`config.mk`:
```
export PLATFORM = sky130hd
export DESIGN_NAME = countdown_timer
export DESIGN_NICKNAME = d
export VERILOG_FILES = /design/src/rtl/countdown_timer_pkg.sv /design/src/rtl/countdown_timer_tick_gen.sv /design/src/rtl/countdown_timer.sv
export SDC_FILE = /design/constraint.sdc
export NUM_CORES = 1
export LEC_CHECK = 0
export BUFFER_PORTS_ARGS = -buffer_cell sky130_fd_sc_hd__buf_2
export CAP_MARGIN = 40
export CORE_MARGIN = 5
export CORE_UTILIZATION = 40
export CTS_CLUSTER_DIAMETER = 40
export CTS_CLUSTER_SIZE = 28
export DETAILED_ROUTE_END_ITERATION = 10
export GPL_TIMING_DRIVEN = 0
export PLACE_DENSITY = 0.62
export RECOVER_POWER = 25
export SLEW_MARGIN = 20
export SYNTH_ARGS = -nofsm -noshare
export SYNTH_HDL_FRONTEND = slang
export SYNTH_SLANG_ARGS = --single-unit
```
`constraint.sdc`:
```
create_clock -name clk -period 1.85 [get_ports clk]
set_input_delay 0.185 -clock clk [delete_from_list [all_inputs] [get_ports clk]]
set_output_delay 0.185 -clock clk [all_outputs]
set_load 0.01 [all_outputs]
```
`src/rtl/countdown_timer_pkg.sv`:
```
// Shared definitions for the countdown timer: FSM state encoding and
// default sizing used when the timer is instantiated without overrides.
package timer_defs;

    // IDLE: count held, waiting for a load. RUN: counting toward expiry.
    typedef enum logic {
        IDLE = 1'b0,
        RUN  = 1'b1
    } state_t;

    localparam int DEFAULT_WIDTH    = 4;
    localparam int DEFAULT_PRESCALE = 1;

    // Number of bits needed to hold prescaler values 0..prescale-1, with
    // one spare bit so a prescale of 1 still gets a legal 1-bit vector.
    function automatic int prescaler_bits(input int prescale);
        return $clog2(prescale) + 1;
    endfunction

endpackage

```
`src/rtl/countdown_timer_tick_gen.sv`:
```
// Prescaler for the countdown timer. Emits a single-cycle tick once every
// PRESCALE enabled clock cycles. The prescaler pauses while enable is low
// and restarts from zero when clear is asserted.
module tick_gen
    import timer_defs::*;
#(
    parameter int PRESCALE = DEFAULT_PRESCALE
) (
    input  logic clk,
    input  logic reset,
    input  logic enable,
    input  logic clear,
    output logic tick
);

    localparam int            PW   = prescaler_bits(PRESCALE);
    localparam logic [PW-1:0] LAST = PW'(PRESCALE - 1);

    logic [PW-1:0] prescaler;

    // A tick fires on the last enabled cycle of each prescale period; with
    // PRESCALE=1 LAST is zero, so every enabled cycle is a tick.
    assign tick = enable && (prescaler == LAST);

    // Prescaler: cleared by reset or clear, wraps on tick, holds when disabled.
    always_ff @(posedge clk or negedge reset) begin
        if (!reset) begin
            prescaler <= '0;
        end else if (clear) begin
            prescaler <= '0;
        end else if (tick) begin
            prescaler <= '0;
        end else if (enable) begin
            prescaler <= prescaler + PW'(1);
        end
    end

endmodule

```
`src/rtl/countdown_timer.sv`:
```
// Loadable down-counter with prescaled decrement, a one-cycle terminal-count
// pulse on expiry and optional automatic reload for periodic ticks.
// busy mirrors the FSM state register directly (1 = RUN), so the state is
// always visible at the boundary.
module countdown_timer
    import timer_defs::*;
#(
    parameter int WIDTH    = DEFAULT_WIDTH,
    parameter int PRESCALE = DEFAULT_PRESCALE
) (
    input  logic             clk,
    input  logic             reset,
    input  logic             enable,
    input  logic             load,
    input  logic [WIDTH-1:0] load_value,
    input  logic             auto_reload,
    output logic [WIDTH-1:0] count_out,
    output logic             tc,
    output logic             busy
);

    state_t           state;
    logic [WIDTH-1:0] reload_value;
    logic             tick;

    // The prescaler restarts on every load so the first decrement after a
    // load always comes a full prescale period later.
    tick_gen #(
        .PRESCALE (PRESCALE)
    ) u_tick_gen (
        .clk    (clk),
        .reset  (reset),
        .enable (enable),
        .clear  (load),
        .tick   (tick)
    );

    // busy is the state flop itself, so it is registered with no extra stage.
    assign busy = (state == RUN);

    // FSM, count register and reload register. Load outranks everything but
    // reset; expiry is detected at 1 so the count never wraps below zero.
    always_ff @(posedge clk or negedge reset) begin
        if (!reset) begin
            state        <= IDLE;
            count_out    <= '0;
            reload_value <= '0;
            tc           <= 1'b0;
        end else if (load) begin
            count_out    <= load_value;
            reload_value <= load_value;
            tc           <= 1'b0;
            state        <= (load_value != '0) ? RUN : IDLE;
        end else begin
            tc <= 1'b0;
            case (state)
                RUN: begin
                    if (tick) begin
                        if (count_out > WIDTH'(1)) begin
                            count_out <= count_out - WIDTH'(1);
                        end else begin
                            // Expiry: auto_reload is only looked at here.
                            tc <= 1'b1;
                            if (auto_reload) begin
                                count_out <= reload_value;
                            end else begin
                                count_out <= '0;
                                state     <= IDLE;
                            end
                        end
                    end
                end
                default: begin
                    // IDLE ignores enable and ticks; only a load leaves it.
                end
            endcase
        end
    end

endmodule

```
==> results of run 1 <==
==> registers in the layout, indices dropped and copies added (netlist names) <==
signal / count
busy: 1
count_out: 4
reload_value: 4
u_tick_gen.prescaler: 1
tc: 1
==> cell usage in the layout (no fill, tap or decap) <==
cell type	count
sky130_fd_sc_hd__mux2_2	2
sky130_fd_sc_hd__nand2_1	4
sky130_fd_sc_hd__nor2_1	3
sky130_fd_sc_hd__o31ai_1	1
sky130_fd_sc_hd__dlygate4sd3_1	1
sky130_fd_sc_hd__o21ai_0	6
sky130_fd_sc_hd__nor4_1	1
sky130_fd_sc_hd__a31oi_1	1
sky130_fd_sc_hd__o41ai_1	2
sky130_fd_sc_hd__a21oi_1	3
sky130_fd_sc_hd__clkbuf_1	3
sky130_fd_sc_hd__inv_1	7
sky130_fd_sc_hd__and2_4	1
sky130_fd_sc_hd__ha_1	2
sky130_fd_sc_hd__and3_1	1
sky130_fd_sc_hd__buf_2	13
sky130_fd_sc_hd__mux2i_1	1
sky130_fd_sc_hd__clkbuf_4	3
sky130_fd_sc_hd__a311oi_1	2
sky130_fd_sc_hd__nand4_1	1
sky130_fd_sc_hd__nand3b_1	2
sky130_fd_sc_hd__nor3_1	1
sky130_fd_sc_hd__or2_4	1
sky130_fd_sc_hd__nor3b_1	1
sky130_fd_sc_hd__buf_4	1
sky130_fd_sc_hd__dfrtp_1	11
sky130_fd_sc_hd__nand3_1	1
sky130_fd_sc_hd__a22o_1	1
sky130_fd_sc_hd__a311o_1	1
==> Yosys cell counts, drive strengths merged <==
| library cell | count | area [um^2] |
|---|---|---|
| a21oi | 3 | 15.0 |
| a22o | 1 | 8.76 |
| a311o | 1 | 10.0 |
| a311oi | 2 | 17.5 |
| a31oi | 1 | 6.26 |
| and2 | 1 | 8.76 |
| and3 | 1 | 6.26 |
| clkbuf | 1 | 3.75 |
| dfrtp | 11 | 275 |
| ha | 2 | 25.0 |
| inv | 7 | 26.3 |
| mux2 | 2 | 22.5 |
| mux2i | 1 | 10.0 |
| nand2 | 4 | 15.0 |
| nand3 | 1 | 5.00 |
| nand3b | 2 | 15.0 |
| nand4 | 1 | 6.26 |
| nor2 | 3 | 11.3 |
| nor3 | 1 | 5.00 |
| nor3b | 1 | 7.51 |
| nor4 | 1 | 6.26 |
| o21ai | 6 | 30.0 |
| o31ai | 1 | 7.51 |
| o41ai | 2 | 17.5 |
| or2 | 1 | 8.76 |
==> kinds of logic after synthesis <==
logic type / synth area share, %
buffers and inverters: 5.26
multiplexers: 5.70
flip-flops: 48.2
adder cells (fa/ha/maj): 4.39
AND/OR/NAND/NOR: 16.7
AO/OA/AOI/OAI: 19.7
==> routing by layer <==
metal	up-vias	global-route usage [%]	share of wire, %
li1	251	-	-
met1	238	20.2	43
met2	19	22.4	47
met3	2	5.64	9.0
met4	0	6.45	1.1
met5	-	0	0
==> area by class of cell <==
type	instances	area [um^2]	area share (%)
plain buffers	1	3.75	0.535
clock buffers	4	26.3	3.74
inverters	7	26.3	3.74
multi-input cells	39	265	37.8
flip-flops and latches	11	275	39.2
well taps	15	18.8	2.67
repair buffers	16	86.3	12.3
==> repair_timing <==
action | CTS | global route
hold buffers | 1 | 0
resized for setup | 0 | 0
setup buffers | 0 | 1
endpoints found under the setup margin | 0 | 1
endpoints found under the hold margin | 11 | 0
==> critical path, stage by stage (launching register included) <==
cell and delay, ns:
sky130_fd_sc_hd__dfrtp_1 0.40, sky130_fd_sc_hd__buf_4 0.15, sky130_fd_sc_hd__ha_1 0.19, sky130_fd_sc_hd__or2_4 0.25, sky130_fd_sc_hd__and2_4 0.16, sky130_fd_sc_hd__a311o_1 0.34
sky130_fd_sc_hd__a22o_1 0.18
==> power groups by stage <==
| stage | registers (mW) | logic [mW] | clock network (mW) |
|---|---|---|---|
| 2_1_floorplan | 0.287 | 0.0731 | 0 |
| 3_3_place_gp | 0.285 | 0.123 | 0 |
| 3_5_place_dp | 0.286 | 0.126 | 0 |
| 4_1_cts | 0.281 | 0.128 | 0.172 |
| 5_1_grt | 0.283 | 0.151 | 0.186 |
| 6_report | 0.280 | 0.132 | 0.162 |
==> metrics by stage <==
step | std cells | worst slack [ns] | hold slack (ns) | utilization (%) | power, mW
floorplan | 58 | 0.118 | -0.111 | - | 0.360
global placement | 87 | 0.0791 | 0.0648 | 50.0 | 0.408
detailed placement | 87 | 0.0456 | 0.0706 | 50.0 | 0.412
CTS | 92 | 0.0341 | 0.147 | 52.8 | 0.582
global route | 93 | 0.0221 | 0.154 | 53.3 | 0.620
finish | 93 | 0.0713 | 0.153 | 53.3 | 0.574
==> how the worst max path moves through the flow <==
stage                 startpoint           end  slack [ns]  cells past startpoint
floorplan           count_out[0]  count_out[1]        0.12                      6
global placement    count_out[0]  count_out[1]        0.08                      6
detailed placement  count_out[0]  count_out[1]        0.05                      6
CTS                 count_out[0]  count_out[1]        0.03                      6
global route        count_out[0]  count_out[1]        0.02                      6
finish              count_out[0]  count_out[1]        0.07                      6
==> flow_summary.rst, run 1 <==
.. list-table::
   :header-rows: 1

   * - Metric
     - Value
   * - Run status
     - finished clean
   * - Worst setup SP type
     - flip-flop
   * - Inserted Diodes
     - 0
   * - Port Buf Inserts
     - 14
   * - Total clock sinks
     - 11
   * - Overall via count from detail_route
     - 510
   * - Highest achievable clock rate
     - 562 MHz
   * - Final routed wire length divided by cell count
     - 14.5 um
   * - Logic gate share of total power
     - 23.0%
   * - Net Switching
     - 169 uW
   * - Detailed placer's ending HPWL
     - 1010 um
   * - Max Slew Vio Count
     - 0
   * - Relative contribution of sequential cells to total power
     - 48.7%
   * - Initial cell density of the core
     - 43.3%
   * - Number of global-route vias before repair
     - 509
   * - Number of search-and-repair iterations in the first detailed-routing pass
     - 4
   * - Nets in the synthesized netlist
     - 69
   * - Total global routing track utilization
     - 15.3%
   * - Critical path arrival
     - 1.94 ns
   * - Post-detailed-routing wire length
     - 1350 um
   * - Standby leakage power
     - 0.333 nW
   * - Worst IR Drop VDD
     - 438 uV
   * - Internal power
     - 405 uW
   * - Cell area after layout
     - 702 um^2
   * - Number of nets with antenna violations after detailed routing
     - 0
   * - Clock tree from TritonCTS
     - done
   * - Mean Syn Cell Area
     - 9.84 um^2
   * - #FFs+latches synth
     - 11
   * - Overall die area
     - 2280 um^2
   * - Period utilization
     - 96.1%
   * - Post-detailed-route DRC marker count
     - 0
   * - Average vias per placed instance
     - 5.48
   * - Post-layout net count
     - 90
   * - Slew @ Worst Pin
     - 0.623 ns
   * - Unrepaired setup endpoints after global routing
     - false
   * - Die height
     - 47.8 um
   * - Maximum Capacitance Violations
     - 0
   * - Critical path type
     - reg2reg
   * - Switching Share
     - 29.4%
   * - I/O pin count
     - 15
   * - FF-to-FF path depth
     - 6
   * - Instance area at placement
     - 659 um^2
   * - Final estimated routing congestion in global placement
     - 0.769
   * - Final Hold Violating Endpoints
     - 0
   * - Count of cell types in the netlist
     - 25
   * - Area overhead of the layout relative to synthesis
     - 23.0%
   * - Final min period
     - 1.78 ns
   * - CTS Buf Count
     - 3
   * - Iteration-0 DRC Markers
     - 11
   * - Setup slack on the worst flop-to-flop path
     - 0.07 ns
   * - Crit Reg-Reg Endpoint
     - count_out[1]
   * - Clock skew after layout
     - 0.00230 ns
   * - Worst min-delay path startpoint
     - load_value[0]
   * - Fill cells
     - 127
   * - Startpoint of the worst register-to-register path
     - count_out[0]
   * - Capturing element type of the critical path
     - flip-flop
   * - Total negative slack for setup checks
     - 0 ns
   * - Cell depth of the worst min-delay path
     - 3
   * - Critical path fanouts, max
     - 5
   * - Combined area of all synthesized cells
     - 571 um^2
   * - End point of the most critical hold path
     - count_out[0]
   * - P per Cell Area
     - 817 nW/um^2
   * - Grt total ovfl
     - 0
   * - Total of endpoints with negative setup slack in the final report
     - 0
   * - Warnings, synthesis
     - 0
   * - Clock insertion delay at the later pin of the skew report
     - 0.27 ns
   * - Data required, critical path
     - 2.01 ns
   * - Largest net degree at the start of global routing
     - 12
   * - Number of H-tree branching levels
     - 1
   * - CTS Buffer Depth
     - 2
   * - First-pass GRT wire length
     - 2340 um
   * - Relative contribution of the clock network to total power
     - 28.2%
   * - Worst-path clk slew
     - 0.07 ns
   * - Initial antenna violation count
     - 0
   * - Core region area
     - 1320 um^2
   * - Clock root buffer master
     - sky130_fd_sc_hd__clkbuf_4
   * - Fraction of layout cells with a size suffix above 1
     - 26.9%
   * - Synthesized netlist cell count
     - 58
   * - Worst slew slack as a fraction of its limit
     - 58.5%
   * - Path type of the worst min-delay path
     - in2reg
   * - Standard-cell row count
     - 13
   * - Fraction of the yosys area taken by sequential cells
     - 48.2%
   * - X dimension of the die
     - 47.8 um
No activity file was read; power rests on OpenSTA's default activity.
==> inputs of run 2 (changes only) <==
CTS_BUF_LIST = sky130_fd_sc_hd__clkbuf_4   (was default)
==> run 2 against run 1 <==
Effect of this change:
- non-clock buffer count unchanged
- largest cell class unchanged
- power up 2.7%
- sequential share of layout area down 0.21 points
- critical endpoint unchanged
- via count grew 0.20%
==> flow_summary.rst, run 2 (synthesis gave the netlist of run 1 again) <==
.. list-table::
   :header-rows: 1

   * - Metric
     - Value
   * - Worst slew slack as a fraction of its limit
     - 58.5% (about the same)
   * - Number of H-tree branching levels
     - 1 (unchanged)
   * - Number of search-and-repair iterations in the first detailed-routing pass
     - 4 (unchanged)
   * - Area overhead of the layout relative to synthesis
     - 23.7%
   * - Overall via count from detail_route
     - 511 (+0.20%)
   * - Total negative slack for setup checks
     - 0 ns (unchanged)
   * - Fill cells
     - 125 (-1.6%)
   * - Setup slack after placement
     - 0.0456 ns (unchanged)
   * - Highest achievable clock rate
     - 561 MHz (-0.17%)
   * - Standby leakage power
     - 0.336 nW (+1.0%)
   * - Post-detailed-route DRC marker count
     - 0 (unchanged)
   * - Detailed placer's ending HPWL
     - 1010 um (unchanged)
   * - Worst setup SP type
     - flip-flop
   * - Total global routing track utilization
     - 15.3% (unchanged)
   * - Final estimated routing congestion in global placement
     - 0.769 (unchanged)
   * - Max Slew Vio Count
     - 0 (unchanged)
   * - Final min period
     - 1.78 ns (+0.00305 ns)
   * - First-pass GRT wire length
     - 2340 um (unchanged)
   * - Number of nets with antenna violations after detailed routing
     - 0 (unchanged)
   * - Fraction of layout cells with a size suffix above 1
     - 28.2% (+1.3 points)
   * - Final WS setup
     - 0.0682 ns (-0.00305 ns)
   * - Post-layout net count
     - 90 (unchanged)
   * - X dimension of the die
     - 47.8 um (unchanged)
   * - Flip-flop and latch area
     - 275 um^2 (unchanged)
   * - Commonest non-fill, non-tap cell in the layout
     - sky130_fd_sc_hd__buf_2
   * - Core region area
     - 1320 um^2 (unchanged)
   * - Initial cell density of the core
     - 43.3% (unchanged)
   * - CTS Buf Count
     - 3 (unchanged)
   * - Initial antenna violation count
     - 0 (unchanged)
   * - Clock tree from TritonCTS
     - done
   * - Clock skew after layout
     - 0.00340 ns (+0.00109 ns)
   * - Multi-input gate area in the final layout
     - 265 um^2 (unchanged)
   * - Grt total ovfl
     - 0 (unchanged)
   * - Post-detailed-routing wire length
     - 1350 um (unchanged)
   * - Critical path type
     - reg2reg
   * - Number of global-route vias before repair
     - 509 (unchanged)
   * - Largest net degree at the start of global routing
     - 12 (unchanged)
   * - Resize count post-CTS
     - 0 (unchanged)
   * - Average vias per placed instance
     - 5.49 (+0.20%)
   * - Worst IR Drop VDD
     - 439 uV (+0.31%)
   * - Slew @ Worst Pin
     - 0.623 ns (+0.0000712 ns)
   * - Instance area at placement
     - 659 um^2 (unchanged)
   * - Total chip power
     - 589 uW (+2.7%)
   * - Final routed wire length divided by cell count
     - 14.5 um (unchanged)
   * - Total of endpoints with negative setup slack in the final report
     - 0 (unchanged)
   * - Data required, critical path
     - 2.01 ns (about the same)
   * - Commonest cells after routing, fill and taps aside
     - 13 x sky130_fd_sc_hd__buf_2, 11 x sky130_fd_sc_hd__dfrtp_1, 7 x sky130_fd_sc_hd__inv_1
   * - Standard-cell row count
     - 13 (unchanged)
   * - P per Cell Area
     - 835 nW/um^2 (+2.2%)
   * - Overall die area
     - 2280 um^2 (unchanged)
   * - Total clock sinks
     - 11 (unchanged)
   * - Capturing element type of the critical path
     - flip-flop
   * - Registers with the most flip-flops
     - count_out (4), reload_value (4)
   * - Worst-path clk slew
     - 0.07 ns (about the same)
   * - Cell area after layout
     - 706 um^2 (+0.53%)
   * - I/O pin count
     - 15 (unchanged)
   * - Critical path arrival
     - 1.94 ns (about the same)
   * - CTS Buffer Depth
     - 2 (unchanged)
   * - Final Hold Violating Endpoints
     - 0 (unchanged)
   * - Unrepaired setup endpoints after global routing
     - false
   * - Die height
     - 47.8 um (unchanged)
   * - Maximum Capacitance Violations
     - 0 (unchanged)
   * - Path type of the worst min-delay path
     - in2reg
   * - Critical path fanouts, max
     - 5 (unchanged)
   * - Period utilization
     - 96.3% (+0.16 points)
   * - Clock insertion delay at the later pin of the skew report
     - 0.27 ns (about the same)
   * - Iteration-0 DRC Markers
     - 11 (unchanged)
   * - Inserted Diodes
     - 0 (unchanged)
   * - Port Buf Inserts
     - 14 (unchanged)
   * - Clock root buffer master
     - sky130_fd_sc_hd__clkbuf_4
   * - Run status
     - finished clean
-- run 2: cell counts in the layout (fill, tap and decap cells not counted) --
Identical to the previous run, type by type.
-- run 2: final cells by class --
class,count,share of cell area (%)
plain buffers,1,0.532
clock buffers,4,4.26
flip-flops and latches,11,39.0
well taps,15,2.66
inverters,7,3.72
multi-input cells,39,37.6
repair buffers,16,12.2
-- run 2: report_power, final --
group,total (mW),switching (mW),internal (mW)
clock,0.178,0.0794,0.0982
sequential,0.280,0.0182,0.261
combinational,0.132,0.0722,0.0598
-- run 2: worst paths after layout --
kind,startpoint,end,slack [ns],depth (start not counted)
max in group asynchronous,reset,reload_value[1],1.00,2
worst min-delay path,load_value[0],count_out[0],0.15,3
worst max-delay path,count_out[0],count_out[1],0.07,6
min in group asynchronous,reset,count_out[3],0.45,2
worst min register to register,reload_value[3],reload_value[3],0.52,1
worst max register to register,count_out[0],count_out[1],0.07,6
-- run 2: timing repair --
item	in CTS	in global routing
setup endpoints to repair	0	1
hold buffers	1	0
hold endpoints to repair	11	0
buffers inserted	0	1
-- run 2: critical path, stage by stage (launching register included) --
cell,delay (ns)
sky130_fd_sc_hd__dfrtp_1,0.40
sky130_fd_sc_hd__buf_4,0.15
sky130_fd_sc_hd__ha_1,0.19
sky130_fd_sc_hd__or2_4,0.25
sky130_fd_sc_hd__and2_4,0.16
sky130_fd_sc_hd__a311o_1,0.34
sky130_fd_sc_hd__a22o_1,0.18
-- run 2: routing by layer --
layer	GRT usage (%)	routed length (um)	part of all wire, %
met1	20.2	576	43
met3	5.64	121	9.0
met4	6.45	15	1.1
met2	22.4	636	47
met5	0	0	0
-- run 2: stage by stage --
step	util, %	std cells	hold slack, ns
3_3_place_gp	50.0	87	0.0648
4_1_cts	53.1	92	0.146
5_1_grt	53.6	93	0.154
2_1_floorplan	-	58	-0.111
3_5_place_dp	50.0	87	0.0706
6_report	53.6	93	0.151
